--- config.mk ---
export PLATFORM = sky130hd
export DESIGN_NAME = muldiv_unit
export DESIGN_NICKNAME = d
export VERILOG_FILES = /design/src/rtl/muldiv_unit.sv
export SDC_FILE = /design/constraint.sdc
export NUM_CORES = 1
export LEC_CHECK = 0
export CORE_AREA = 2 2 155 157
export CTS_BUF_LIST = sky130_fd_sc_hd__clkbuf_16
export CTS_CLUSTER_DIAMETER = 30
export DETAILED_ROUTE_END_ITERATION = 10
export DIE_AREA = 0 0 157 159
export DONT_BUFFER_PORTS = 1
export GPL_TIMING_DRIVEN = 0
export PLACE_DENSITY_LB_ADDON = 0.12
export SETUP_SLACK_MARGIN = 0.15
export SYNTH_ARGS = -nofsm -noshare
export SYNTH_HDL_FRONTEND = slang
export SYNTH_SLANG_ARGS = --single-unit
--- constraint.sdc ---
create_clock -name clk -period 3.82 [get_ports clk]
set_input_delay 0.382 -clock clk [delete_from_list [all_inputs] [get_ports clk]]
set_output_delay 0.382 -clock clk [all_outputs]
set_load 0.03 [all_outputs]
--- src/rtl/muldiv_unit.sv ---
// Iterative RV32M multiply/divide unit: one operand bit per cycle, fixed
// latency of XLEN RUN cycles. The divider datapath (ops 100..111) is built
// only when MULDIV_DIV_EN is defined; otherwise those ops complete
// immediately with result 0.
module muldiv_unit #(
  parameter int XLEN = 32
) (
  input  logic            clk,
  input  logic            reset,
  input  logic            start,
  input  logic [2:0]      op,
  input  logic [XLEN-1:0] A,
  input  logic [XLEN-1:0] B,
  output logic            busy,
  output logic            done,
  output logic [XLEN-1:0] result,
  output logic            zero
);

  localparam int CW = $clog2(XLEN) + 1;

  typedef enum logic [1:0] {IDLE, RUN, DONE} state_t;

  state_t            state_q, state_d;
  logic [CW-1:0]     cnt_q, cnt_d;
  logic [2:0]        op_q, op_d;
  logic [XLEN-1:0]   mcand_q, mcand_d;
  logic [2*XLEN-1:0] prod_q, prod_d;
  logic              neg_q, neg_d;
  logic [XLEN-1:0]   result_q, result_d;
`ifdef MULDIV_DIV_EN
  logic              bzero_q, bzero_d;
`endif

  logic              sgn_a, sgn_b, neg_a, neg_b;
  logic [XLEN-1:0]   mag_a, mag_b;
  logic [XLEN:0]     mul_sum;
  logic [2*XLEN-1:0] mul_next, step_next, mul_full;
  logic [XLEN-1:0]   mul_res, fin_result;
`ifdef MULDIV_DIV_EN
  logic [XLEN:0]     div_diff;
  logic [2*XLEN-1:0] div_next;
  logic [XLEN-1:0]   quo, rem;
`endif

  // Operand sign decode and magnitudes; the datapath always works on magnitudes
  always_comb begin
    sgn_a = (op == 3'b001) || (op == 3'b010) || (op == 3'b100) || (op == 3'b110);
    sgn_b = (op == 3'b001) || (op == 3'b100) || (op == 3'b110);
    neg_a = sgn_a & A[XLEN-1];
    neg_b = sgn_b & B[XLEN-1];
    mag_a = neg_a ? -A : A;
    mag_b = neg_b ? -B : B;
  end

  // One iteration: shift-add multiply step, or restoring divide step
  always_comb begin
    mul_sum  = {1'b0, prod_q[2*XLEN-1:XLEN]} + (prod_q[0] ? {1'b0, mcand_q} : '0);
    mul_next = {mul_sum, prod_q[XLEN-1:1]};
`ifdef MULDIV_DIV_EN
    // {remainder, quotient} shifted left; a borrow means keep the old remainder
    div_diff = prod_q[2*XLEN-1:XLEN-1] - {1'b0, mcand_q};
    div_next = div_diff[XLEN] ? {prod_q[2*XLEN-2:0], 1'b0}
                              : {div_diff[XLEN-1:0], prod_q[XLEN-2:0], 1'b1};
    step_next = op_q[2] ? div_next : mul_next;
`else
    step_next = mul_next;
`endif
  end

  // Sign correction and half selection applied to the final iteration
  always_comb begin
    mul_full = neg_q ? -step_next : step_next;
    mul_res  = (op_q[1:0] == 2'b00) ? mul_full[XLEN-1:0] : mul_full[2*XLEN-1:XLEN];
`ifdef MULDIV_DIV_EN
    quo = step_next[XLEN-1:0];
    rem = step_next[2*XLEN-1:XLEN];
    if (!op_q[2]) begin
      fin_result = mul_res;
    end else if (!op_q[1]) begin
      // Divide by zero yields all ones regardless of sign
      fin_result = bzero_q ? '1 : (neg_q ? -quo : quo);
    end else begin
      fin_result = neg_q ? -rem : rem;
    end
`else
    fin_result = op_q[2] ? '0 : mul_res;
`endif
  end

  // Next-state, operand capture and iteration control
  always_comb begin
    state_d  = state_q;
    cnt_d    = cnt_q;
    op_d     = op_q;
    mcand_d  = mcand_q;
    prod_d   = prod_q;
    neg_d    = neg_q;
    result_d = result_q;
`ifdef MULDIV_DIV_EN
    bzero_d  = bzero_q;
`endif
    case (state_q)
      IDLE, DONE: begin
        state_d = IDLE;
        if (start) begin
          op_d    = op;
          cnt_d   = '0;
          mcand_d = mag_a;
          prod_d  = {{XLEN{1'b0}}, mag_b};
          neg_d   = neg_a ^ neg_b;
          state_d = RUN;
`ifdef MULDIV_DIV_EN
          bzero_d = (B == '0);
          if (op[2]) begin
            mcand_d = mag_b;
            prod_d  = {{XLEN{1'b0}}, mag_a};
            // Remainder follows the dividend, quotient the sign product
            neg_d   = op[1] ? neg_a : (neg_a ^ neg_b);
          end
`else
          if (op[2]) begin
            state_d  = DONE;
            result_d = '0;
          end
`endif
        end
      end
      RUN: begin
        prod_d = step_next;
        cnt_d  = cnt_q + 1'b1;
        if (cnt_q == CW'(XLEN - 1)) begin
          state_d  = DONE;
          result_d = fin_result;
        end
      end
      default: state_d = IDLE;
    endcase
  end

  // State registers with synchronous reset
  always_ff @(posedge clk) begin
    if (reset) begin
      state_q  <= IDLE;
      cnt_q    <= '0;
      op_q     <= '0;
      mcand_q  <= '0;
      prod_q   <= '0;
      neg_q    <= 1'b0;
      result_q <= '0;
`ifdef MULDIV_DIV_EN
      bzero_q  <= 1'b0;
`endif
    end else begin
      state_q  <= state_d;
      cnt_q    <= cnt_d;
      op_q     <= op_d;
      mcand_q  <= mcand_d;
      prod_q   <= prod_d;
      neg_q    <= neg_d;
      result_q <= result_d;
`ifdef MULDIV_DIV_EN
      bzero_q  <= bzero_d;
`endif
    end
  end

  assign busy   = (state_q == RUN);
  assign done   = (state_q == DONE);
  assign result = result_q;
  assign zero   = (result_q == '0);

endmodule

==> Yosys cells after proc, flatten, opt, wreduce, memory -nomap -nowiden <==
Cells that the tools add are included.
{ "totals": {"register_bits": 140, "elab_cells": 56, "inputBits": 70, "out_inout_bits": 35} }
{ "classes": {"n_eq_ne": 10, "bitwise_logic": 3, "n_reduce_logical": 13, "muxes": 18, "add_sub_neg": 5} }
{ "op_table": {"columns": ["operator", "count"], "rows": [
  ["$mux W32", 8],
  ["$mux W64", 2],
  ["$pmux W64 S2", 1],
  ["$neg A32 Y32", 2],
  ["$neg A64 Y64", 1],
  ["$pmux W32 S2", 1],
  ["$add A32 B32 Y33", 1],
  ["$logic_not A32 Y1", 1],
  ["$pmux W6 S2", 1],
  ["$add A6 B1 Y6 const B", 1],
  ["$eq A3 B3 Y1 const B", 2],
  ["$eq A6 B5 Y1 const B", 1],
  ["$mux W2", 3],
  ["$mux W6", 1],
  ["$logic_or A1 B1 Y1", 5],
  ["$logic_not A2 Y1", 2],
  ["$ne A2 B2 Y1 const B", 2],
  ["$pmux W2 S2", 1],
  ["$reduce_and A2 Y1", 2],
  ["$reduce_and A4 Y1", 1],
  ["$eq A3 B1 Y1 const B", 1],
  ["$eq A3 B2 Y1 const B", 1],
  ["$and A1 B1 Y1", 2],
  ["$eq A2 B1 Y1 const B", 1],
  ["5 further kinds", 5]
]} }

==> Longest topological paths before layout <==
Gate-level depths: netlist of the first run.
{ "logic_depth": {"word_depth": 8, "depth_mapped": 15, "depth_no_buf": 13} }

==> Worst setup path before layout of the first run <==
No wires, ideal clock.
{ "synth_path": {"path_type": "flip-flop to flip-flop", "start": "register prod_q[0]", "end": "register result_q[31], in the netlist result[31]", "path_stages_with_launch": 15, "slack_ns": -0.227, "t_arrival_ns": 3.930, "path_cell_list": "dfxtp_1 clkbuf_1 and2_1 ha_1 fa_1 a21o_1 a221oi_1 o21ai_1 a2111oi_0 nor3_1 a211o_1 or3b_4 and4b_1 nand4_1 a32o_1"} }
{ "synth_between": {"elab_chain_len": 8} }
{ "synth_lines": {"columns": ["item", "line", "source"], "rows": [
  ["start: declaration", "28", "logic [2*XLEN-1:0] prod_q, prod_d;"],
  ["start signal: assignment", "159", "prod_q <= prod_d;"],
  ["$mux W32 *", "58", "mul_sum = {1'b0, prod_q[2*XLEN-1:XLEN]} + (prod_q[0] ? {1'b0, mcand_q} : '0);"],
  ["$add A32 B32 Y33 *", "58", null],
  ["$neg A64 Y64", "73", "mul_full = neg_q ? -step_next : step_next;"],
  ["$mux W64 *", "73", null],
  ["$mux W32 *", "74", "mul_res = (op_q[1:0] == 2'b00) ? mul_full[XLEN-1:0] : mul_full[2*XLEN-1:XLEN];"],
  ["$mux W32 *", "87", "fin_result = op_q[2] ? '0 : mul_res;"],
  ["$mux W32 *", "132", "if (cnt_q == CW'(XLEN - 1)) begin"],
  ["$pmux W32 S2 *", "103", "case (state_q)"],
  ["end signal: assignment", "161", "result_q <= result_d;"],
  ["end: declaration", "30", "logic [XLEN-1:0] result_q, result_d;"]
]} }
Every way passes the cells marked *; elsewhere a longest branch is shown, timed or not. The select of a mux whose other input is x is not followed.
A chain may end at the register's enable or synchronous reset.

==> Worst setup path after layout of the first run <==
{ "layout_path": {"start": "register prod_q[0]", "end": "register result_q[27], in the netlist result[27]"} }
The elaborated chain is that of the path after synthesis.

==> results.py, run 1 <==
metrics = {
    "status": {
        "status": "finished, violations left",
        "violations": "negative setup slack",
    },
    "timing": {
        "holdWs_ns": 0.0824,
        "setup_slack_ns": -0.360,
        "finClkSkew_ns": 0.0141,
        "setup_viol": 21,
        "hold_violations": 0,
        "rsz0062_at_grt": "yes",
        "slew_headroom_pct": 33.6,
        "maxSlewViolCount": 0,
        "period_share_pct": 109,
        "max_freq_mhz": 239,
        "period_minus_slack_ns": 4.18,
        "tightest_slew_ns": 0.988,
    },
    "final_layout": {
        "drive_gt1_share_pct": 14.6,
        "final_cell_area_um2": 12600,
        "final_cells": 1782,
        "area.growth.synth_to_final_pct": 21.8,
        "n_antenna_cell": 0,
        "nets": 1557,
        "final_util_pct": 54.3,
    },
    "clock_network": {
        "htree_levels": 4,
        "cts_hold_buf": 0,
        "clock_latency_ns": 0.43,
        "cts_tree": "yes",
        "clk_pin_slew_ns": 0.07,
        "numCtsBuffers": 17,
        "cts_buffer_depth": 2,
        "cts_sinks": 140,
        "clockRootBuffer": "clkbuf_16",
    },
    "setup_path": {
        "crit_top_cell": "buf_6",
        "worstPathCellList": "buf_8, and2_4, ha_4, fa_2, a21o_1, a221o_2, a211oi_4, buf_6, o21ai_4, xor2_4, a2111oi_4, or3b_4, buf_6, nor2b_4, nand4_1, a32o_1",
        "arrival_ns": 4.51,
        "slowest_delay_ns": 0.49,
        "crit_slowest_cell": "or3b_4",
        "required_ns": 4.15,
        "startpoint_type": "register",
        "end_kind": "register",
        "path_class": "register to register",
        "cp_max_fo": 6,
    },
    "logic_synthesis": {
        "async_flop_share_pct": 0,
        "syn_inst": 1386,
        "synth_nets": 1493,
        "yosysWarnings": 0,
        "synth_area_um2": 10300,
        "synth.distinct_cells": 78,
        "synth.largest_area_cell": "dfxtp_1",
        "synth_top_area_share_pct": 27.1,
        "synth_top_flop_cell": "dfxtp_1",
        "avgSynthCellArea_um2": 7.46,
        "synth-edff-count": 0,
        "synth_area_leaders": "dfxtp_1, a21oi_1, xnor2_1",
        "ys_seq_area_share_pct": 27.1,
        "ys_ff_latch": 140,
    },
    "route": {
        "num_vias": 11000,
        "first_iter_violations": 1061,
        "vias_per_cell": 6.14,
        "drc_errors": 0,
        "first_pass_iters": 5,
        "antenna_left": 0,
        "route.detailed.wl_per_inst_um": 20.9,
        "finalWirelength_mm": 37.3,
    },
    "grt": {
        "grt_max_degree": 17,
        "gr-total-overflow": 0,
        "grt_pass1_wl_mm": 56.4,
        "antenna_found_initial": 0,
        "grt_pass1_vias": 10100,
        "globalRouteTotalUtil_pct": 28.9,
    },
    "floorplanning": {
        "start_util_pct": 44.6,
        "dieArea_um2": 25000,
        "die_h_um": 159,
        "num_rows": 56,
        "ioPinCount": 105,
        "die_w_um": 157,
        "core_um2": 23200,
    },
    "flow_run": {
        "cap_violations": 0,
    },
    "power_and_ir_drop": {
        "power.density_nw_per_um2": 344,
        "p_leak_nw": 4.68,
        "ir_worst_vdd_mv": 0.234,
    },
    "place": {
        "place_inst": 1705,
        "placed_area_um2": 10800,
        "gp_congestion": 0.960,
        "hpwlAfterDp_mm": 28.2,
        "place.port_buffers": 0,
    },
    "min_path": {
        "min_path_type": "input port to register",
    },
}
synth_stat cells (19+ instances only):
cell / n
nor2_1: 154
dfxtp_1: 140
nand2_1: 140
a21oi_1: 132
clkbuf_1: 79
a22oi_1: 70
xnor2_1: 69
o21ai_0: 64
xor2_1: 49
and2_1: 40
nor3_1: 39
ha_1: 36
a211oi_1: 32
nor4_1: 26
or3_1: 23
inv_1: 21
nand3_1: 20
o31ai_1: 19
final cells by class:
class,instances,area [um^2]
plain buffers,90,425
clock buffers,17,425
clock inverters,15,185
fillers,2263,10600
inverters,21,78.8
multi-input cells,1135,7900
flip-flops and latches,140,2810
well taps,319,399
repair buffers,45,372
power breakdown:
part / switching, W / internal (W) / total (W) / leakage [nW]
Clock: 0.000730 / 0.00104 / 0.00177 / 0.306
Sequential: 0.0000666 / 0.00153 / 0.00159 / 1.14
Combinational: 0.000611 / 0.000361 / 0.000972 / 3.23
Total: 0.00141 / 0.00293 / 0.00434 / 4.68
stage by stage:
step | setup TNS (ns) | power, W | setup WS, ns
finish | -4.84 | 0.00434 | -0.360
global route | -6.73 | 0.00449 | -0.416
CTS | -2.26 | 0.00427 | -0.246
detailed placement | -12.18 | 0.00246 | -1.02
global placement | -11.44 | 0.00246 | -0.983
floorplan | -0.466 | 0.00221 | -0.136
placed cells by master, fill, tap and decap left out, types with 10 or more instances in the layout:
cell type,Yosys,routed
a211oi_1,32,29
a21o_1,14,12
a21oi_1,132,118
a21oi_2,1,12
a22oi_1,70,69
a31oi_1,14,14
and2_1,40,39
buf_4,0,36
buf_6,2,13
clkbuf_1,79,65
clkbuf_16,0,17
dfxtp_1,140,139
ha_1,36,34
inv_1,21,22
nand2_1,140,140
nand3_1,20,19
nand4_1,17,17
nor2_1,154,153
nor3_1,39,31
nor4_1,26,22
o211ai_1,14,14
o21ai_0,64,52
o21ai_1,7,14
o31ai_1,19,16
or2_2,11,11
or3_1,23,20
or4_1,12,10
xnor2_1,69,61
xor2_1,49,42
registers in the layout, summed over array words and instances, names as in the netlist:
name	flops
state_q	2
neg_q	1
result	32
cnt_q	6
mcand_q	32
prod_q	64
op_q	3
kinds of logic after synthesis:
logic type	count (synthesis)	share of synthesized area, %
AND/OR/NAND/NOR	526	24.7
AO/OA/AOI/OAI	450	29.1
flip-flops	140	27.1
XOR/XNOR	118	10.0
buffers and inverters	111	4.21
adder cells (fa/ha/maj)	37	4.55
multiplexers	4	0.399
worst max-delay path, delay by kind of cell, from the launching register on:
kind	cells	cell delay (ns)
compound gates	6	1.71
fa+ha+maj	2	0.52
flops	1	0.37
xor+xnor	1	0.22
simple gates	4	0.83
buf+inv	3	0.42
layer usage:
| layer | vias up | wire length [um] | track usage [%] |
|---|---|---|---|
| met5 | - | 0 | 0 |
| met4 | 0 | 1000 | 9.38 |
| met3 | 74 | 2780 | 4.65 |
| met2 | 459 | 16400 | 43.7 |
| met1 | 5179 | 17100 | 41.7 |
| li1 | 5238 | - | - |
worst paths after layout:
path | cells after the start | endpoint | start | slack, ns
max | 16 | result[27] | prod_q[0] | -0.36
min reg2reg | 2 | mcand_q[21] | mcand_q[21] | 0.45
min | 2 | op_q[0] | op[0] | 0.08
max reg2reg | 16 | result[27] | prod_q[0] | -0.36
what timing repair did:
| item | in CTS | in global routing |
|---|---|---|
| resized for setup | 114 | 51 |
| cloned | 0 | 0 |
| pin swaps | 37 | 40 |
| setup buffers | 25 | 20 |
| endpoints found under the setup margin | 31 | 27 |
Note: power is estimated with default switching activity, not from simulation.
==> inputs of run 2 (changes only) <==
--- a/config.mk
+++ b/config.mk
@@ -5,11 +5,11 @@
 export SDC_FILE = /design/constraint.sdc
 export NUM_CORES = 1
 export LEC_CHECK = 0
-export CORE_AREA = 2 2 155 157
+export CORE_AREA = 2 2 142 172
 export CTS_BUF_LIST = sky130_fd_sc_hd__clkbuf_16
 export CTS_CLUSTER_DIAMETER = 30
 export DETAILED_ROUTE_END_ITERATION = 10
-export DIE_AREA = 0 0 157 159
+export DIE_AREA = 0 0 144 174
 export DONT_BUFFER_PORTS = 1
 export GPL_TIMING_DRIVEN = 0
 export PLACE_DENSITY_LB_ADDON = 0.12
==> results.py, run 2 (same netlist as run 1, synthesis figures left out) <==
metrics = {
    "timing": {
        "slew_headroom_pct": 36.9,
        "finClkSkew_ns": 0.0122,
        "hold_violations": 0,
        "setup_slack_ns": -0.311,
        "period_minus_slack_ns": 4.13,
        "max_freq_mhz": 242,
        "tightest_slew_ns": 0.940,
        "maxSlewViolCount": 0,
        "rsz0062_at_grt": "yes",
        "setup_viol": 21,
        "period_share_pct": 108,
    },
    "final_layout": {
        "nets": 1564,
        "drive_gt1_share_pct": 15.8,
        "n_antenna_cell": 0,
        "largest_reg_flops": 64,
        "final_common_cell": "nor2_1",
        "final_util_pct": 53.9,
        "area.growth.synth_to_final_pct": 22.6,
        "mostFrequentLayoutCells": "nor2_1, nand2_1, dfxtp_1, a21oi_1, a22oi_1",
        "max_flop_register": "prod_q",
    },
    "floorplanning": {
        "start_util_pct": 44.0,
        "core_um2": 23500,
        "num_rows": 62,
        "dieArea_um2": 25100,
        "ioPinCount": 105,
        "die_w_um": 144,
        "die_h_um": 174,
    },
    "power_and_ir_drop": {
        "power.density_nw_per_um2": 343,
        "p_comb_share_pct": 22.4,
        "switching_share_pct": 31.4,
        "power_switching_w": 0.00136,
        "p_int_w": 0.00298,
        "clockPowerShare_pct": 41.0,
        "fin_total_pwr_w": 0.00435,
        "ir_worst_vdd_mv": 0.300,
        "seq_power_share_pct": 36.6,
        "p_leak_nw": 4.74,
    },
    "min_path": {
        "min_path_type": "input port to register",
    },
    "clock_network": {
        "cts_sinks": 140,
        "clockRootBuffer": "clkbuf_16",
        "clock_latency_ns": 0.44,
        "cts_buffer_depth": 2,
        "cts_tree": "yes",
        "numCtsBuffers": 17,
        "cts_hold_buf": 0,
        "htree_levels": 4,
        "clk_pin_slew_ns": 0.07,
    },
    "setup_path": {
        "startpoint_type": "register",
        "end_kind": "register",
        "crit_slowest_cell": "a221o_2",
        "required_ns": 4.15,
        "path_class": "register to register",
        "arrival_ns": 4.46,
        "regToRegSetupSlack_ns": -0.31,
        "cp_max_fo": 4,
        "cp_top_family": "compound AO/OA/AOI/OAI gates",
        "worstPathCellList": "buf_8, and2_4, ha_4, fa_2, a21o_1, a221o_2, a211oi_4, buf_6, xnor2_4, buf_4, buf_6, a2111oi_4, nand4_1, buf_4, nor4b_4, a41oi_2, xor2_1, o21ai_1",
        "timing.critical_path.buf_inv": 5,
        "slowest_delay_ns": 0.40,
    },
    "status": {
        "status": "finished, violations left",
        "violations": "negative setup slack",
    },
    "flow_run": {
        "cap_violations": 0,
    },
    "grt": {
        "globalRouteTotalUtil_pct": 29.7,
        "grt_pass1_wl_mm": 57.7,
        "grt_max_degree": 17,
        "gr-total-overflow": 0,
        "antenna_found_initial": 0,
        "grt_pass1_vias": 10300,
    },
    "place": {
        "hpwlAfterDp_mm": 28.6,
        "place.port_buffers": 0,
        "gp_congestion": 0.985,
    },
    "route": {
        "vias_per_cell": 6.07,
        "finalWirelength_mm": 37.8,
        "num_vias": 10900,
        "first_iter_violations": 974,
        "first_pass_iters": 5,
        "antenna_left": 0,
        "drc_errors": 0,
        "route.detailed.wl_per_inst_um": 21.1,
    },
}
[run 2: cell types whose count changed in the layout (fill, tap and decap cells not counted), sizes merged]
| cell | before | now |
|---|---|---|
| bufinv | 3 | 4 |
| clkinv | 5 | 8 |
| inv | 28 | 24 |
| clkbuf | 94 | 91 |
| buf | 58 | 68 |
[run 2: metal layers]
layer  global-route usage [%]  routed length (um)  up-vias
met5                        0                   0        -
met4                     13.6                1710        0
met3                     4.08                2180      101
met2                     47.0               17200      428
met1                     39.9               16800     5088
li1                         -                   -     5240
[run 2: final cells by class]
cell class                 count  area, um^2
multi-input combinational   1135        7940
sequential                   140        2810
inverter                      21        78.8
timing repair buffer          52         413
clock inverter                15         196
clock buffer                  17         425
buffer                        90         410
fill                        2262       10800
tap                          320         400
[run 2: stage by stage]
step           hold WS, ns  area, um^2  worst slack [ns]  setup TNS [ns]  cells
6_report            0.0718       12700            -0.311           -3.82   1790
3_5_place_dp         0.444       10800            -0.847          -11.66   1706
5_1_grt             0.0695       12700            -0.421           -6.37   1790
4_1_cts             0.0618       12200            -0.287           -2.22   1768
2_1_floorplan        0.427       10400            -0.136          -0.466   1386
3_3_place_gp         0.437       10800            -0.839          -11.29   1706
[run 2: path summary, 6_finish.rpt]
| check | start | endpoint | cells after the start |
|---|---|---|---|
| worst max-delay path | prod_q[0] | result[30] | 18 |
| worst min register to register | mcand_q[31] | mcand_q[31] | 2 |
| worst max register to register | prod_q[0] | result[30] | 18 |
| worst min-delay path | A[0] | mcand_q[0] | 2 |
[run 2: power groups by stage]
stage / Clock [W] / Combinational (W) / Sequential (W)
floorplan: 0 / 0.000618 / 0.00160
global placement: 0 / 0.000837 / 0.00162
detailed placement: 0 / 0.000841 / 0.00162
CTS: 0.00180 / 0.000912 / 0.00159
global route: 0.00186 / 0.00105 / 0.00160
finish: 0.00178 / 0.000975 / 0.00159
[run 2: what timing repair did]
action | CTS | global route
pin swaps | 40 | 32
gates resized for setup | 113 | 60
endpoints found under the setup margin | 29 | 27
setup buffers | 30 | 22
